<file path="config.mk">
export PLATFORM = sky130hd
export DESIGN_NAME = regfile_write_arbiter
export DESIGN_NICKNAME = d
export VERILOG_FILES = /design/src/rtl/regfile_write_arbiter.sv
export SDC_FILE = /design/constraint.sdc
export NUM_CORES = 1
export LEC_CHECK = 0
export ABC_AREA = 1
export CAP_MARGIN = 40
export CORE_MARGIN = 2
export CORE_UTILIZATION = 40
export DETAILED_ROUTE_END_ITERATION = 10
export DONT_BUFFER_PORTS = 1
export GPL_TIMING_DRIVEN = 0
export MAX_ROUTING_LAYER = met4
export PLACE_DENSITY_LB_ADDON = 0.15
export SLEW_MARGIN = 15
export SYNTH_ARGS = -nofsm -noshare
export SYNTH_HDL_FRONTEND = slang
export SYNTH_SLANG_ARGS = --single-unit
</file>
<file path="constraint.sdc">
create_clock -name clock -period 5.5 [get_ports clock]
set_clock_uncertainty 0.05 [all_clocks]
set_input_delay 0.275 -clock clock [delete_from_list [all_inputs] [get_ports clock]]
set_output_delay 0.275 -clock clock [all_outputs]
set_load 0.03 [all_outputs]
</file>
<file path="src/rtl/regfile_write_arbiter.sv">
// Shares the register file's single write port between the CPU writeback stage and NUM_REQ
// round-robin requesters, with a starvation guard that periodically forces a requester slot.
module regfile_write_arbiter #(
    parameter int unsigned NUM_REQ      = 4,
    parameter int unsigned DATA_WIDTH   = 32,
    parameter int unsigned ADDR_WIDTH   = 5,
    parameter int unsigned STARVE_LIMIT = 8
) (
    input  logic                           clock,
    input  logic                           ctrl_reset,
    input  logic                           cpu_writeEnable,
    input  logic [ADDR_WIDTH-1:0]          cpu_writeReg,
    input  logic [DATA_WIDTH-1:0]          cpu_data,
    output logic                           cpu_stall,
    input  logic [NUM_REQ-1:0]             req_valid,
    input  logic [NUM_REQ*ADDR_WIDTH-1:0]  req_addr,
    input  logic [NUM_REQ*DATA_WIDTH-1:0]  req_data,
    output logic [NUM_REQ-1:0]             req_ready,
    output logic                           ctrl_writeEnable,
    output logic [ADDR_WIDTH-1:0]          ctrl_writeReg,
    output logic [DATA_WIDTH-1:0]          data_writeReg,
    output logic [7:0]                     drop_count
);

    localparam int unsigned PTR_W    = $clog2(NUM_REQ);
    localparam int unsigned STARVE_W = $clog2(STARVE_LIMIT + 1);

    logic [PTR_W-1:0]      rr_ptr;
    logic [STARVE_W-1:0]   starve_cnt;

    logic                  any_valid;
    logic                  force_req;
    logic                  cpu_win;
    logic                  req_win;
    logic [PTR_W-1:0]      grant_idx;
    logic [NUM_REQ-1:0]    grant_oh;
    logic [ADDR_WIDTH-1:0] sel_addr;
    logic [DATA_WIDTH-1:0] sel_data;
    logic [PTR_W-1:0]      rr_next;

    assign any_valid = |req_valid;
    assign force_req = (starve_cnt == STARVE_W'(STARVE_LIMIT)) && any_valid;
    assign cpu_win   = cpu_writeEnable && !force_req;
    assign req_win   = !cpu_win && any_valid;

    // First valid requester scanning upward from rr_ptr, wrapping modulo NUM_REQ.
    always_comb begin
        logic found;
        found     = 1'b0;
        grant_idx = '0;
        grant_oh  = '0;
        sel_addr  = '0;
        sel_data  = '0;
        for (int unsigned k = 0; k < NUM_REQ; k++) begin
            int unsigned idx;
            idx = (32'(rr_ptr) + k) % NUM_REQ;
            if (!found && req_valid[idx]) begin
                found         = 1'b1;
                grant_idx     = PTR_W'(idx);
                grant_oh[idx] = 1'b1;
                sel_addr      = req_addr[idx*ADDR_WIDTH +: ADDR_WIDTH];
                sel_data      = req_data[idx*DATA_WIDTH +: DATA_WIDTH];
            end
        end
    end

    assign rr_next = (grant_idx == PTR_W'(NUM_REQ - 1)) ? '0 : grant_idx + 1'b1;

    assign req_ready = (!ctrl_reset && req_win) ? grant_oh : '0;
    assign cpu_stall = !ctrl_reset && cpu_writeEnable && !cpu_win;

    always_ff @(posedge clock or posedge ctrl_reset) begin
        if (ctrl_reset) begin
            ctrl_writeEnable <= 1'b0;
            ctrl_writeReg    <= '0;
            data_writeReg    <= '0;
            rr_ptr           <= '0;
            starve_cnt       <= '0;
            drop_count       <= '0;
        end else begin
            if (cpu_win) begin
                ctrl_writeEnable <= 1'b1;
                ctrl_writeReg    <= cpu_writeReg;
                data_writeReg    <= cpu_data;
            end else if (req_win) begin
                // Register 0 writes are accepted but suppressed at the regfile port.
                ctrl_writeEnable <= (sel_addr != '0);
                ctrl_writeReg    <= sel_addr;
                data_writeReg    <= sel_data;
                rr_ptr           <= rr_next;
                if (sel_addr == '0 && drop_count != 8'hFF) begin
                    drop_count <= drop_count + 8'd1;
                end
            end else begin
                ctrl_writeEnable <= 1'b0;
            end

            if (cpu_win && any_valid) begin
                if (starve_cnt != STARVE_W'(STARVE_LIMIT)) begin
                    starve_cnt <= starve_cnt + 1'b1;
                end
            end else begin
                starve_cnt <= '0;
            end
        end
    end

endmodule

</file>
==> flow_summary_export.csv, run 1 <==
group,metric,value,unit
global_route,grt_usage,30.7,%
finish,diodes,0,
finish,post-route-cell-area,0.00731,mm^2
global_route,grt_max_degree,54,
pwr,p_int,1930,uW
timing,hold_violations,0,
pwr,switching_share,63.6,%
clock_network,cts_root_buf,"clkbuf_16",
worst_setup_path,crit_path_end_kind,"output pin",
clock_network,cts_setup_buffers,0,
synthesis,synth_top_area_share,22.2,%
finish,synthToLayoutAreaGrowth,6.37,%
synthesis,synthTopCellsByCount,"nand2_1, o21ai_0, inv_1",
die,core_area,0.0167,mm^2
clock_network,clkTransAtPathRegs,90,ps
synthesis,async_flop_share,100,%
pwr,pwr-share-comb,75.4,%
die,die_area,0.0182,mm^2
detailed_routing,ant_nets,0,
worst_setup_path,critPathLaunchType,"flop",
worst_setup_path,path_max_fanout,12,
detailed_routing,finalWirelength,27900,um
timing,fin_setup_tns,0,ps
outcome,status,"finished, final reports clean",
worst_setup_path,worstPathRequired,5180,ps
die,initial_core_util,41.2,%
pwr,seqPwrFrac,18.2,%
finish,nets,1445,
clock_network,cts_buffers,5,
finish,nFillCells,1918,
die,boundaryPins,243,
pwr,power_switching,3370,uW
pwr,p_leak,0.00350,uW
placed_design,io_buffers,0,
clock_network,cts_buffer_depth,2,
clock_network,clkSinkCount,52,
global_route,antenna_found_initial,0,
detailed_routing,vias_per_cell,5.74,
timing,fin_crit,4860,ps
synthesis,synth_edf_count,0,
timing,relSlewSlack,46.5,%
detailed_routing,drc_errors,0,
synthesis,yosysSeqAreaShare,18.9,%
clock_network,insertion_delay,320,ps
worst_setup_path,worstSetupPathType,"flop to output pin",
detailed_routing,dr.pass1.iters,5,
pwr,clock_power_share,6.4,%
timing,setup_viol,0,
die,die_w,135,um
global_route,grt-ovfl-total,0,
synthesis,synth_area,0.00687,mm^2
die,rows,47,
global_route,grt_pass1_vias,7711,
synthesis,yosysWarnings,0,
min_path,hold_path_class,"input pin to flop",
synthesis,synth_cell_types,37,
synthesis,synth_area_leaders,"nand2_1, o21ai_0, dfrtp_1",
detailed_routing,routedWlPerCell,19.1,um
timing,drv_slew,0,
timing,rsz0062_at_grt,"no",
synthesis,synth_top_cell_by_area,"nand2_1",
placed_design,place_congestion,0.927,
synthesis,synthCells,1235,
die,die_y,135,um
timing,fmax,0.206,GHz
finish,drive_above_1_share,5.23,%
timing,tightestPinTransition,800,ps
synthesis,synth_flop_cell,"dfrtp_1",
clock_network,cts_tree,"yes",
synthesis,synth.avg_cell_area,5.57,um^2
pwr,vdd_drop_max,0.227,mV
synthesis,synth.net_count,1437,
synthesis,ys_seq_elements,52,
clock_network,ctsResizeCount,0,
global_route,grt_pass1_wl,42300,um
synthesis,synth_most_common_cell,"nand2_1",
placed_design,post-dp-hpwl,21600,um
worst_setup_path,critical_path_arrival,4540,ps
clock_network,h-tree-depth,2,
detailed_routing,first_iter_violations,639,
detailed_routing,vias,8406,
job,maxCapViolCount,0,
timing,fin_crit_sh,88.4,%
pwr,power_density,724,mW/mm^2
placed_design,post_dp_cell_area,0.00715,mm^2
## worst max-delay path, cell delays in order (launching register included)
cell and delay (ps):
dfrtp_1 440, buf_4 200, inv_2 80, buf_4 190
buf_4 210, buf_2 250, buf_1 470, ha_1 390
inv_2 230, nand3_1 130, nand2_2 170, nand2_1 130
nor2_2 210, inv_1 190, clkbuf_1 290, o21ai_0 210
o21ai_0 140, inv_1 250
## cells by family (layout without fill, tap and decap cells)
| logic type | after synthesis | count (layout) | synth area share (%) |
|---|---|---|---|
| buffers and inverters | 207 | 216 | 12.7 |
| and+or+nand+nor | 567 | 567 | 33.6 |
| AOI/OAI and AO/OA | 382 | 382 | 30.7 |
| muxes | 7 | 7 | 1.02 |
| adders and majority gates | 10 | 10 | 1.82 |
| xor gates and xnor gates | 10 | 10 | 1.27 |
| DFF | 52 | 52 | 18.9 |
## stage by stage
stage	setup WS (ps)	hold WS (ps)	utilization (%)	power, uW	instances
global route	327	46.0	43.8	5760	1464
floorplan	2130	358	-	3730	1235
global placement	996	362	42.8	4820	1455
CTS	724	36.4	43.8	5210	1464
finish	636	38.1	43.8	5290	1464
detailed placement	993	264	42.8	4860	1455
## flip-flops by register name, summed over array words and instances, names as in the netlist
signal	count
ctrl_writeEnable	1
ctrl_writeReg	5
starve_cnt	4
data_writeReg	32
rr_ptr	2
drop_count	8
## path summary, 6_finish.rpt
check,depth (start not counted),to,start,slack (ps)
min,2,ctrl_writeReg[1]$_DFFE_PP0P_,cpu_writeReg[1],40
min in group asynchronous,2,rr_ptr[1]$_DFFE_PP0P_,ctrl_reset,510
min reg2reg,1,starve_cnt[0]$_DFFE_PP0P_,starve_cnt[0]$_DFFE_PP0P_,450
max,17,req_ready[2],rr_ptr[1]$_DFFE_PP0P_,640
max reg2reg,15,data_writeReg[21]$_DFFE_PP0P_,rr_ptr[1]$_DFFE_PP0P_,820
max in group asynchronous,2,data_writeReg[11]$_DFFE_PP0P_,ctrl_reset,4380
## repair_timing
action	4_1_cts	5_1_grt
hold endpoints to repair	52	0
hold buffers	1	0
setup endpoints to repair	0	0
## layout make-up
| cell class | count | area (um^2) | share of cell area, % |
|---|---|---|---|
| inverters | 116 | 438 | 5.99 |
| clock inverters | 3 | 25.0 | 0.342 |
| multi-input cells | 976 | 4700 | 64.3 |
| clock buffers | 5 | 125 | 1.71 |
| plain buffers | 91 | 437 | 5.97 |
| well taps | 220 | 275 | 3.77 |
| repair buffers | 1 | 10.0 | 0.137 |
| flip-flops and latches | 52 | 1300 | 17.8 |
## cells in the final DEF, fill, tap and decap left out, types with 7 or more instances in the layout
master      n
nand3_1    61
nor2_1     72
clkbuf_1   48
buf_2      24
buf_1       7
o211ai_1   15
mux2i_1     7
nand2_1   407
o21ai_1    27
a211oi_1   24
ha_1       10
dfrtp_1    52
a22oi_1    28
inv_1     111
o21ai_0   273
nand4_1    14
## routing by layer
metal  global-route usage (%)  routed length [um]  vias up
met1                     42.2               12300     3836
met2                     45.3               12100      426
met4                     8.85                 669        0
met3                     6.49                2780       48
li1                         -                   -     4096
met5                        -                   0        -
## power groups by stage
stage / clock (uW) / combinational (uW) / sequential (uW)
6_report: 341 / 3990 / 962
5_1_grt: 356 / 4420 / 984
4_1_cts: 345 / 3900 / 965
3_5_place_dp: 0 / 3890 / 973
3_3_place_gp: 0 / 3850 / 969
2_1_floorplan: 0 / 2800 / 932
No activity file was read; power rests on OpenSTA's default activity.
==> inputs of run 2 (changes only) <==
ABC_AREA = not set   (was 1)
==> run 2 against run 1 <==
Net effect:
- synthesized cell count fell by 49%
- critical path depth is 2 lower
- final area shrank 0.80%
- via count is 24% lower
- clock power about the same
- sequential share of layout area increased by 0.14 points
- fmax down 7.5%
- die area shrank 2.3%
- largest cell class unchanged
- largest power group unchanged
==> flow_summary_export.csv, run 2 <==
group,metric,value,unit
outcome,status,"finished, final reports clean",
finish,nets,849,
timing,drv_slew,0,
finish,reg.largest.list,"data_writeReg (32), drop_count (8), ctrl_writeReg (5)",
synthesis,async_flop_share,100,%
synthesis,synth_area_leaders,"mux4_2, dfrtp_1, mux2i_1",
finish,mostFrequentLayoutCell,"mux4_2",
clock_network,h-tree-depth,2,
global_route,grt-ovfl-total,0,
job,maxCapViolCount,0,
global_route,grt_usage,28.7,%
die,initial_core_util,40.7,%
detailed_routing,ant_nets,0,
synthesis,yosysWarnings,0,
finish,top_register,"data_writeReg",
die,die_y,133,um
die,die_w,133,um
clock_network,cts_root_buf,"clkbuf_16",
synthesis,synth_edf_count,0,
finish,layout_common_cells,"mux4_2, mux2i_1, o21ai_0, dfrtp_1, a21oi_1",
min_path,min_path_cells,1,
worst_setup_path,worstPathRequired,5180,ps
detailed_routing,routedWlPerCell,28.8,um
worst_setup_path,worstSetupPathType,"flop to output pin",
timing,relSlewSlack,50.4,%
worst_setup_path,path_max_fanout,10,
finish,post-route-cell-area,0.00725,mm^2
synthesis,synth_top_cell_by_area,"mux4_2",
global_route,antenna_found_initial,0,
synthesis,synth.avg_cell_area,10.6,um^2
worst_setup_path,worstRegToRegCells,15,
worst_setup_path,endpoint,"req_ready[1]",
clock_network,insertion_delay,310,ps
placed_design,place_congestion,0.872,
finish,drive_above_1_share,23.8,%
timing,fin_crit_sh,95.6,%
worst_setup_path,r2r-start,"rr_ptr[0]$_DFFE_PP0P_",
detailed_routing,vias_per_cell,7.39,
min_path,hold_path_class,"input pin to flop",
placed_design,post_dp_cell_area,0.00705,mm^2
detailed_routing,first_iter_violations,476,
timing,fmax,0.190,GHz
synthesis,synthTopCellsByCount,"mux4_2, mux2i_1, dfrtp_1, o21ai_0, a21oi_1",
clock_network,cts_buffers,5,
min_path,hold_path.startpoint,"cpu_data[22]",
detailed_routing,vias,6414,
placed_design,place_inst,859,
die,core_area,0.0165,mm^2
finish,synthToLayoutAreaGrowth,8.11,%
pwr,vdd_drop_max,0.273,mV
finish,regArea,0.00130,mm^2
pwr,p_leak,0.00259,uW
finish,largest_reg_flops,32,
global_route,grt_pass1_vias,6594,
synthesis,synth_top_area_share,29.5,%
synthesis,synth_area,0.00671,mm^2
detailed_routing,finalWirelength,25000,um
worst_setup_path,rr_endpoint,"data_writeReg[28]$_DFFE_PP0P_",
clock_network,clkTransAtPathRegs,80,ps
timing,rsz0062_at_grt,"no",
placed_design,io_buffers,0,
die,rows,47,
finish,diodes,0,
detailed_routing,drc_errors,0,
timing,tightestPinTransition,744,ps
clock_network,clkSinkCount,52,
timing,fin_setup_tns,0,ps
clock_network,cts_setup_buffers,0,
global_route,grt_pass1_wl,38500,um
synthesis,yosysSeqAreaShare,19.4,%
synthesis,ys_seq_elements,52,
timing,fin_crit,5260,ps
synthesis,synth_most_common_cell,"mux4_2",
global_route,grt_max_degree,28,
worst_setup_path,rrSetupSlack,480,ps
pwr,power_density,704,mW/mm^2
detailed_routing,dr.pass1.iters,5,
die,boundaryPins,243,
synthesis,synthCells,633,
synthesis,synth.net_count,835,
worst_setup_path,critPathLaunchType,"flop",
finish,multiInputGateArea,0.00506,mm^2
worst_setup_path,critical_path_arrival,4930,ps
synthesis,synth_flop_cell,"dfrtp_1",
finish,finalNonFillerCells,868,
timing,hold_violations,0,
finish,nFillCells,1605,
placed_design,post-dp-hpwl,18900,um
clock_network,cts_tree,"yes",
timing,setup_viol,0,
synthesis,synth_cell_types,50,
clock_network,cts_buffer_depth,2,
die,die_area,0.0178,mm^2
worst_setup_path,crit_path_end_kind,"output pin",
worst_setup_path,crit_path_start,"rr_ptr[0]$_DFFE_PP0P_",
[run 2: changes by cell type in the layout (fill, tap and decap cells not counted), moves of 41 or more]
| cell | before | now |
|---|---|---|
| nand2_1 | 407 | 27 |
| o21ai_0 | 273 | 52 |
| inv_1 | 111 | 6 |
| mux4_2 | 0 | 88 |
| nor2_1 | 72 | 11 |
| nand3_1 | 61 | 6 |
| mux2i_1 | 7 | 60 |
| a21oi_1 | 6 | 47 |
[run 2: final cells by class]
cell class | instances | share of cell area (%)
clock inverter | 3 | 0.345
sequential | 52 | 17.9
buffer | 74 | 4.99
timing repair buffer | 7 | 1.10
tap | 220 | 3.80
inverter | 7 | 0.362
multi-input combinational | 500 | 69.7
clock buffer | 5 | 1.73
[run 2: worst min-delay path by stage]
| stage | end | slack, ps |
|---|---|---|
| 5_1_grt | data_writeReg[26]$_DFFE_PP0P_ | 50 |
| 3_5_place_dp | data_writeReg[27]$_DFFE_PP0P_ | 210 |
| 6_report | data_writeReg[22]$_DFFE_PP0P_ | 60 |
| 3_3_place_gp | data_writeReg[7]$_DFFE_PP0P_ | 370 |
| 4_1_cts | data_writeReg[22]$_DFFE_PP0P_ | 50 |
| 2_1_floorplan | data_writeReg[0]$_DFFE_PP0P_ | 370 |
[run 2: cells by family after synthesis]
family          count (synthesis)  synth area share (%)
compound gates                247                  25.3
mux                           159                  40.4
buf+inv                        81                  5.78
simple gates                   74                  6.01
flops                          52                  19.4
xor+xnor                       10                  1.31
fa+ha+maj                      10                  1.87
[run 2: through the flow]
stage | total power (uW) | setup slack (ps) | hold WS, ps | util, %
2_1_floorplan | 3810 | 1300 | 371 | -
3_3_place_gp | 4580 | 258 | 373 | 42.4
3_5_place_dp | 4710 | 222 | 207 | 42.8
4_1_cts | 5080 | 47.1 | 46.2 | 43.9
5_1_grt | 5480 | 17.3 | 50.2 | 44.0
6_report | 5110 | 241 | 55.1 | 44.0
[run 2: worst max-delay path, cell delays in order, from the launching register on]
cell,delay (ps)
dfrtp_1,460
buf_6,190
buf_6,180
buf_6,190
buf_2,280
buf_2,350
inv_1,180
ha_1,330
buf_6,150
mux4_2,560
buf_6,170
nor4b_4,410
buf_2,340
buf_2,310
nand2_1,100
a21oi_2,390
[run 2: where the power goes]
part / switching, uW / total, uW / internal [uW]
logic: 2070 / 3840 / 1770
clock network: 169 / 342 / 173
registers: 401 / 926 / 525
[run 2: metal layers]
| metal | wire length, um | part of all wire (%) | GRT usage [%] |
|---|---|---|---|
| met1 | 10100 | 40 | 37.5 |
| met2 | 11800 | 47 | 44.4 |
| met3 | 2860 | 11 | 8.79 |
| met4 | 312 | 1.2 | 5.79 |
| met5 | 0 | 0 | - |
[run 2: what timing repair did]
| item | in CTS | in global routing |
|---|---|---|
| gates resized for setup | 4 | 3 |
| setup endpoints to repair | 4 | 4 |
| hold buffers | 1 | 0 |
| hold endpoints to repair | 26 | 0 |
